<file path="src/rtl/display_7seg_multiplexado_pkg.sv">
// display_pkg: shared constants and the hex-to-segment encoding for the
// multiplexed 7-segment display back end.
//   CATODOS_APAGADO : all segments off (active-low cathodes)
//   hex_a_7seg      : nibble -> active-low segments, bit 0 = a .. bit 6 = g
package display_pkg;

  localparam logic [6:0] CATODOS_APAGADO = 7'b1111111;

  function automatic logic [6:0] hex_a_7seg(input logic [3:0] i_hex);
    logic [6:0] r_seg;
    case (i_hex)
      4'h0: r_seg = 7'b1000000;
      4'h1: r_seg = 7'b1111001;
      4'h2: r_seg = 7'b0100100;
      4'h3: r_seg = 7'b0110000;
      4'h4: r_seg = 7'b0011001;
      4'h5: r_seg = 7'b0010010;
      4'h6: r_seg = 7'b0000010;
      4'h7: r_seg = 7'b1111000;
      4'h8: r_seg = 7'b0000000;
      4'h9: r_seg = 7'b0010000;
      4'hA: r_seg = 7'b0001000;
      4'hB: r_seg = 7'b0000011;
      4'hC: r_seg = 7'b1000110;
      4'hD: r_seg = 7'b0100001;
      4'hE: r_seg = 7'b0000110;
      default: r_seg = 7'b0001110;
    endcase
    return r_seg;
  endfunction

endpackage

</file>
<file path="src/rtl/decodificador_hex_7seg.sv">
// decodificador_hex_7seg: combinational hex nibble to 7-segment decoder.
//   i_nibble  in  4  hex digit
//   o_catodos out 7  active-low segments, bit 0 = a .. bit 6 = g
module decodificador_hex_7seg
  import display_pkg::*;
(
  input  logic [3:0] i_nibble,
  output logic [6:0] o_catodos
);

  assign o_catodos = hex_a_7seg(i_nibble);

endmodule

</file>
<file path="src/rtl/display_7seg_multiplexado.sv">
// display_7seg_multiplexado: time-multiplexed driver for an N-digit
// common-anode 7-segment bank with frame-coherent double buffering,
// per-digit enables, leading-zero suppression and per-slot ghost blanking.
//   clk              in  1            system clock
//   reset            in  1            async, active-high
//   datos            in  4*N_DIGITOS  hex nibbles, digit 0 rightmost
//   cargar           in  1            capture datos into shadow
//   habilitar_dig    in  N_DIGITOS    per-digit enable (live)
//   supresion_ceros  in  1            leading-zero blanking (live)
//   anodo            out N_DIGITOS    active-low digit select, one-cold or all ones
//   catodos          out 7            active-low segments
//   pendiente        out 1            shadow waiting for next frame start
module display_7seg_multiplexado
  import display_pkg::*;
#(
  parameter int N_DIGITOS    = 8,
  parameter int PRESCALE     = 100000,
  parameter int BLANK_CICLOS = 2
) (
  input  logic                   clk,
  input  logic                   reset,
  input  logic [4*N_DIGITOS-1:0] datos,
  input  logic                   cargar,
  input  logic [N_DIGITOS-1:0]   habilitar_dig,
  input  logic                   supresion_ceros,
  output logic [N_DIGITOS-1:0]   anodo,
  output logic [6:0]             catodos,
  output logic                   pendiente
);

  localparam int CW = $clog2(PRESCALE);
  localparam int IW = (N_DIGITOS > 1) ? $clog2(N_DIGITOS) : 1;

  logic [CW-1:0]                 r_cnt;
  logic [IW-1:0]                 r_idx;
  logic [N_DIGITOS-1:0][3:0]     r_shadow;
  logic [N_DIGITOS-1:0][3:0]     r_visible;
  logic                          r_pendiente;
  logic [N_DIGITOS-1:0]          r_anodo;
  logic [6:0]                    r_catodos;

  logic                          w_tick;
  logic                          w_wrap;
  logic                          w_lit;
  logic [N_DIGITOS-1:0]          w_supr;
  logic [N_DIGITOS-1:0][6:0]     w_seg;

  assign w_tick = (r_cnt == CW'(PRESCALE - 1));
  assign w_wrap = w_tick && (r_idx == IW'(N_DIGITOS - 1));

  // Prescaler and scan index
  always_ff @(posedge clk or posedge reset) begin
    if (reset) begin
      r_cnt <= '0;
      r_idx <= '0;
    end else begin
      r_cnt <= w_tick ? '0 : r_cnt + CW'(1);
      if (w_tick) r_idx <= (r_idx == IW'(N_DIGITOS - 1)) ? '0 : r_idx + IW'(1);
    end
  end

  // Double buffer. A load coinciding with the transfer tick still lands in
  // shadow and keeps pendiente set; visible takes the old shadow value.
  always_ff @(posedge clk or posedge reset) begin
    if (reset) begin
      r_shadow    <= '0;
      r_visible   <= '0;
      r_pendiente <= 1'b0;
    end else begin
      if (w_wrap && r_pendiente) r_visible <= r_shadow;
      if (cargar) begin
        r_shadow    <= datos;
        r_pendiente <= 1'b1;
      end else if (w_wrap) begin
        r_pendiente <= 1'b0;
      end
    end
  end

  // Suppression mask: a digit is blanked when it and every nibble above it
  // are zero. Digit 0 always shows so a zero value reads "0".
  always_comb begin
    logic w_acc;
    w_acc  = 1'b0;
    w_supr = '0;
    for (int i = N_DIGITOS - 1; i >= 0; i--) begin
      w_acc     = w_acc | (|r_visible[i]);
      w_supr[i] = supresion_ceros && !w_acc && (i != 0);
    end
  end

  for (genvar g = 0; g < N_DIGITOS; g++) begin : g_dec
    decodificador_hex_7seg u_dec (
      .i_nibble  (r_visible[g]),
      .o_catodos (w_seg[g])
    );
  end

  assign w_lit = (r_cnt >= CW'(BLANK_CICLOS)) && habilitar_dig[r_idx] && !w_supr[r_idx];

  always_ff @(posedge clk or posedge reset) begin
    if (reset) begin
      r_anodo   <= '1;
      r_catodos <= CATODOS_APAGADO;
    end else if (w_lit) begin
      r_anodo   <= ~(N_DIGITOS'(1) << r_idx);
      r_catodos <= w_seg[r_idx];
    end else begin
      r_anodo   <= '1;
      r_catodos <= CATODOS_APAGADO;
    end
  end

  assign anodo     = r_anodo;
  assign catodos   = r_catodos;
  assign pendiente = r_pendiente;

endmodule

</file>
<file path="config.mk">
export PLATFORM = sky130hd
export DESIGN_NAME = display_7seg_multiplexado
export DESIGN_NICKNAME = d
export VERILOG_FILES = /design/src/rtl/display_7seg_multiplexado_pkg.sv /design/src/rtl/decodificador_hex_7seg.sv /design/src/rtl/display_7seg_multiplexado.sv
export SDC_FILE = /design/constraint.sdc
export NUM_CORES = 1
export LEC_CHECK = 0
export CAP_MARGIN = 40
export CORE_MARGIN = 10
export CORE_UTILIZATION = 65
export CTS_BUF_LIST = sky130_fd_sc_hd__clkbuf_16
export CTS_CLUSTER_DIAMETER = 120
export DETAILED_ROUTE_END_ITERATION = 7
export DONT_BUFFER_PORTS = 1
export PLACE_DENSITY = 0.81
export SLEW_MARGIN = 10
export SYNTH_ARGS = -nofsm -noshare
export SYNTH_HDL_FRONTEND = slang
export SYNTH_SLANG_ARGS = --single-unit
</file>
<file path="constraint.sdc">
create_clock -name clk -period 5.15 [get_ports clk]
set_input_delay 1.03 -clock clk [delete_from_list [all_inputs] [get_ports clk]]
set_output_delay 1.03 -clock clk [all_outputs]
set_load 0.03 [all_outputs]
</file>
* Word level (Yosys, flattened, before mapping)
Memories as Yosys holds them, arrays and structs flattened.
Cells that the tools add are included.
** Storage, ports and cells
- Memory bits (read-only) :: 896
- Logic and storage cells :: 82
- Flip-flop bits (word level) :: 100
- Output and inout port bits :: 16
- Input bits :: 44
- Memories kept :: 8
** Memories
- (no name shown) :: words 16, bits a word 7, read ports 1, clocked after Yosys merged registers in 0, wr ports 0, RTL line display_7seg_multiplexado_pkg.sv:11 : case (i_hex)
- (no name shown) :: words 16, bits a word 7, read ports 1, clocked after Yosys merged registers in 0, wr ports 0, RTL line display_7seg_multiplexado_pkg.sv:11
- (no name shown) :: words 16, bits a word 7, read ports 1, clocked after Yosys merged registers in 0, wr ports 0, RTL line display_7seg_multiplexado_pkg.sv:11
- (no name shown) :: words 16, bits a word 7, read ports 1, clocked after Yosys merged registers in 0, wr ports 0, RTL line display_7seg_multiplexado_pkg.sv:11
- (no name shown) :: words 16, bits a word 7, read ports 1, clocked after Yosys merged registers in 0, wr ports 0, RTL line display_7seg_multiplexado_pkg.sv:11
- (no name shown) :: words 16, bits a word 7, read ports 1, clocked after Yosys merged registers in 0, wr ports 0, RTL line display_7seg_multiplexado_pkg.sv:11
- 2 more memories
** Operators by class
- Bitwise operators :: 7
- Muxes and demuxes :: 12
- Eq/ne operators :: 2
- Reduce and logical (&&, ||, !) cells :: 27
- Add/subtract/negate cells :: 2
- Shifts and indexed selects :: 1
- $lt $le $gt $ge :: 2
** Operators by type and width (number)
- OR reduction 4 bit :: 7
- binary-select mux 7 bit (select 3 bit) :: 1
- adder 17 x 1 -> 17 bit (second input constant) :: 1
- equality test 17 bit (second input constant) :: 1
- >= comparator 17 x 2 -> 1 bit (second input constant) :: 1
- 2-to-1 mux 17 bit :: 1
- 2-to-1 mux 7 bit :: 2
- logical AND 1 bit :: 11
- zero test 1 bit :: 8
- 2-to-1 mux 8 bit :: 1
- NOT 8 bit :: 1
- left shift 1 x 3 -> 8 bit (first input constant) :: 1
- binary-select mux 1 bit (select 3 bit) :: 2
- OR 1 bit :: 6
- less-than comparator 3 x 4 -> 1 bit (second input constant) :: 1
- 2-to-1 mux 1 bit :: 4
- adder 3 x 1 -> 3 bit (second input constant) :: 1
- equality test 3 bit (second input constant) :: 1
- 2-to-1 mux 3 bit :: 1
- nonzero test 2 bit :: 1

* Depth between registers and ports, before layout
- Word-level depth :: 14
- Depth in mapped cells :: 8
- Mapped depth without buffers :: 7

* Hierarchy
A second synthesis with hierarchy kept.
** Unflattened totals
- Cell total of the unflattened synthesis :: 585
- Area total of the unflattened synthesis :: 6809.0 µm²
** By module, submodules not included
- display_7seg_multiplexado :: seq. area each 2521.2 µm², instances 1, area each 4606.9 µm², cells an instance 329
- decodificador_hex_7seg :: seq. area each 0.0 µm², instances 8, area each 275.3 µm², cells an instance 32

* Worst setup path after synthesis
OpenSTA, ideal clock, no wires.
- Kind :: input to register
- Start point :: in cargar
- End point :: reg r_shadow[0] in the netlist's numbering
- Stages on the path :: 3
- Slack :: 3088 ps
- Data required time :: 5025 ps
- Path buffers :: 2
- Arrival time :: 1937 ps
- Library setup time :: 125 ps
- Cells stage by stage :: clkbuf_1 > clkbuf_1 > mux2_2
** RTL lines
- start, declared :: RTL line display_7seg_multiplexado.sv:23 : input logic cargar,
- end signal, assigned :: RTL line display_7seg_multiplexado.sv:72 : r_shadow <= datos;
- end, declared :: RTL line display_7seg_multiplexado.sv:36 : logic [N_DIGITOS-1:0][3:0] r_shadow;
No word-level cell between the ends.

* Final worst setup path
- Start point :: reg r_idx[1]
- End point :: reg r_visible[20] in the netlist's numbering
** On the way
- Longest elaborated chain between the ends :: 3
** Ends and longest elaborated chain
- start, declared :: RTL line display_7seg_multiplexado.sv:35 : logic [IW-1:0] r_idx;
- start signal, assigned :: RTL line display_7seg_multiplexado.sv:58 : if (w_tick) r_idx <= (r_idx == IW'(N_DIGITOS - 1)) ? '0 : r_idx + IW'(1);
- equality test 3 bit :: RTL line display_7seg_multiplexado.sv:49 : assign w_wrap = w_tick && (r_idx == IW'(N_DIGITOS - 1));
- logical AND 1 bit :: RTL line display_7seg_multiplexado.sv:49
- logical AND 1 bit :: RTL line display_7seg_multiplexado.sv:70 : if (w_wrap && r_pendiente) r_visible <= r_shadow;
- end signal, assigned :: RTL line display_7seg_multiplexado.sv:70
- end, declared :: RTL line display_7seg_multiplexado.sv:37 : logic [N_DIGITOS-1:0][3:0] r_visible;
No other way between the ends.
A chain may end at the register's enable or synchronous reset.

==> run summary <==
The logs give 0 for the number of antenna cells inserted and 23.4 mm for the wire length of the first global-routing pass. 60 I/O pins were placed. The share of synthesized area spent on multiplexers came out at 21.0%. The run gives 0 as the final-report max-slew violation count. After detailed routing, the number of remaining DRC violations is 0.

The total half-perimeter wirelength after legalization and detailed placement was 10.2 mm. The share of final-layout standard cells stronger than drive strength 1 was 20.9%. The routed length per instance was 20.0 um; the count of endpoints failing hold in the final timing report was 0. Data on the critical path arrives at its endpoint at 3020 ps.

The critical-path maximum fanout works out to 32. Most common cell after layout, fill and taps aside: dfrtp_1. In this run the deepest clock path goes through 2 buffers. The H-tree was split into 3 levels.

Cell chosen for the clock root: clkbuf_16. The final layout contains 672 nets. The run gives 100 as the total number of clock tree sinks. The synthesized netlist contains 65 unique library cells.

In this run the static leakage power is 2.84 nW. Synthesis produced a netlist with a net count of 699. Counting cells, the worst reg-to-reg path comes to 5.

The routed design has 14.3 mm of wire. The critical path starts at r_idx[1]. For the die outline area, the log shows 14400 um^2. For the pin with the worst max-slew slack, the measured transition is 956 ps. The total area inside the core boundary comes to 9730 um^2. Summed over all failing endpoints, the final setup total negative slack is 0 ps.

The average instance in the mapped netlist occupies 10.7 um^2. For this run the aggregate overflow at the end of global routing stands at 0. STA classifies the critical path endpoint as a flip-flop.

During placement, the flow inserted port buffers numbering 0. In this run, synthesis produced a sequential element count of 100. The tools report the post-route non-filler standard cell count as 716. The tightest hold path in the finished design has a slack of 492 ps. Of the total synthesized cell area, the portion taken by full adders, half adders and majority gates is 9.65%. Leaving out fill and tap cells, the most frequent cells in the layout are 85 x dfrtp_1, 50 x ha_1, 45 x mux2_2, 45 x nor2_1, 35 x nand2_1. The filler cells instantiated in the layout total 745.

After clock tree synthesis, the setup repair step added 0 buffers. The logs give 0 for the setup-violating endpoint count in the final report and 4546 for the vias after detailed routing. The number of clock buffers added by TritonCTS is 9. The starting density of the core was 66.7%. The tools report the type of origin of the critical path as a flip-flop. The flow ran to the end, and the final reports show no timing, DRC or antenna violations.

The area growth from synthesis to layout is 4.30%. The worst register-to-register path begins at r_idx[1]. The congestion estimate from routability-driven global placement came to 0.893. The critical path in this run is classified as reg -> reg.

Time the final worst path needs with I/O delays and setup: 2780 ps. The critical path ends at r_visible[20]. Global routing consumed, over all layers together, 20.1% of the routing resources.

The die is 120 um tall. Using the TritonRoute via totals, the vias-per-cell ratio works out to 6.35. For the count of yosys warnings during synthesis, the log shows 0.

The pre-CTS setup slack was 2400 ps; the initial antenna violation count was 0. The synthesized-area fraction occupied by ao, oa, aoi and oai cells works out to 12.7%. The endpoint identified for the worst register-to-register timing path is r_visible[20]. The remaining number of nets flagged by the antenna check after routing was 0.

After layout, the worst path uses 53.9% of the clock period. In this run the power density over the cells is 226 nW/um^2. The number of global-route vias before repair came out at 4458.

After detailed placement, the design holds a cell count of 700. Setup repair after global routing left no endpoint under its margin. The startpoint of the tightest hold check path was r_cnt[0]. STA puts the critical path data required time at 5390 ps. The maximum number of pins on one net before global-route repair was 52; the share of flip-flops with an asynchronous set or reset after synthesis was 100%. For the normalized max-slew margin, the log shows 36.1%. The flip-flop cell with the highest count after synthesis is dfrtp_1.

Max-cap violations in this run came to 0. Post-CTS clock slew at the launch and capture registers of the worst setup and hold paths: 70 ps. The class of the tightest hold or removal check was reg -> reg. The clock arrives with 7.45 ps of skew. Proportion of synthesized chip area in sequential cells: 38.9%. Of the total synthesized cell area, the portion taken by XOR and XNOR cells is 1.89%. The run gives 2370 ps as the setup slack after layout. The tools report the count of instances resized after the clock tree is built as 0. TritonCTS built the clock tree. In this run the cell area of the synthesized design comes to 6490 um^2. The run gives 433 as the first-iteration detailed-routing DRC count.

For the register-to-register setup slack, the log shows 2370 ps. The largest family of logic cells by synthesized area is multiplexers. The number of enable-type register cells in the synthesized netlist was 0; the cell row count was 36.

The die is 120 um wide. The later pin in the worst-skew pair is clocked with a latency of 360 ps. The tools report the synthesized instance count as 605. The run gives 0 as the total of hold buffers inserted after clock tree synthesis.

The highest clock rate is 0.360 GHz. Of the total synthesized cell area, the portion taken by AND, OR, NAND and NOR gates is 11.2%. For this run, the detailed router's first-pass iteration total came to 6. The run gives 227 uV as the largest vdd supply drop. The tools report the overall power consumption as 0.00153 W.
-- cells by family after synthesis --
kind of cell / after synthesis
AND/OR/NAND/NOR: 143
AO/OA/AOI/OAI: 120
multiplexers: 107
flip-flops: 100
buffers and inverters: 71
adder cells (fa/ha/maj): 50
XOR/XNOR: 14
-- layout make-up --
type / instances / area, um^2 / share of cell area (%)
inverters: 31 / 119 / 1.76
clock inverters: 7 / 51.3 / 0.758
flip-flops and latches: 100 / 2520 / 37.3
multi-input cells: 434 / 3670 / 54.2
repair buffers: 2 / 15.0 / 0.222
well taps: 133 / 166 / 2.46
clock buffers: 9 / 225 / 3.33
-- worst min-delay path by stage --
stage / end / slack [ps] / cells after the start
CTS: r_cnt[0] / 500 / 1
global placement: r_cnt[0] / 460 / 1
global route: r_visible[14] / 520 / 1
detailed placement: r_cnt[0] / 490 / 1
floorplan: r_cnt[0] / 450 / 1
finish: r_cnt[0] / 490 / 1
-- critical path: stages (launching register included) --
cell,delay [ps]
dfrtp_1,710
buf_4,350
ha_1,210
ha_1,280
nand3_4,530
mux2_4,510
-- flip-flops by register name, summed over array words and instances (netlist names) --
signal,cells
r_visible,32
r_idx,3
pendiente,1
r_cnt,17
catodos,7
anodo,8
r_shadow,32
-- synth_stat cells, drive strengths merged, types with 13 or more instances --
| library cell | count | share of area, % |
|---|---|---|
| buf | 16 | 1.4 |
| ha | 50 | 9.6 |
| a21oi | 27 | 2.1 |
| mux2i | 25 | 3.9 |
| mux2 | 75 | 15 |
| nand3 | 16 | 1.5 |
| dfstp | 15 | 6.1 |
| inv | 30 | 1.7 |
| nand2 | 35 | 2.0 |
| dfrtp | 85 | 33 |
| clkbuf | 24 | 1.4 |
| nor2 | 45 | 2.6 |
| o21ai | 21 | 1.6 |
| a211oi | 13 | 1.6 |
-- through the flow --
step	cell area, um^2	utilization [%]
finish	6770	69.5
global route	6770	69.5
detailed placement	6490	66.7
global placement	6490	66.7
floorplan	6490	-
CTS	6770	69.5
-- power breakdown --
part / switching, W / internal (W) / leakage [nW] / total (W)
sequential: 0.0000216 / 0.000816 / 1.25 / 0.000838
combinational: 0.0000241 / 0.0000266 / 1.46 / 0.0000507
clock: 0.000309 / 0.000330 / 0.127 / 0.000639
-- layer usage --
layer	track usage, %	vias up	part of all wire (%)
met3	6.28	25	7.0
met4	5.96	0	1.7
li1	-	2137	-
met1	24.7	2228	43
met2	33.3	156	48
met5	0	-	0
No activity file was read; power rests on OpenSTA's default activity.
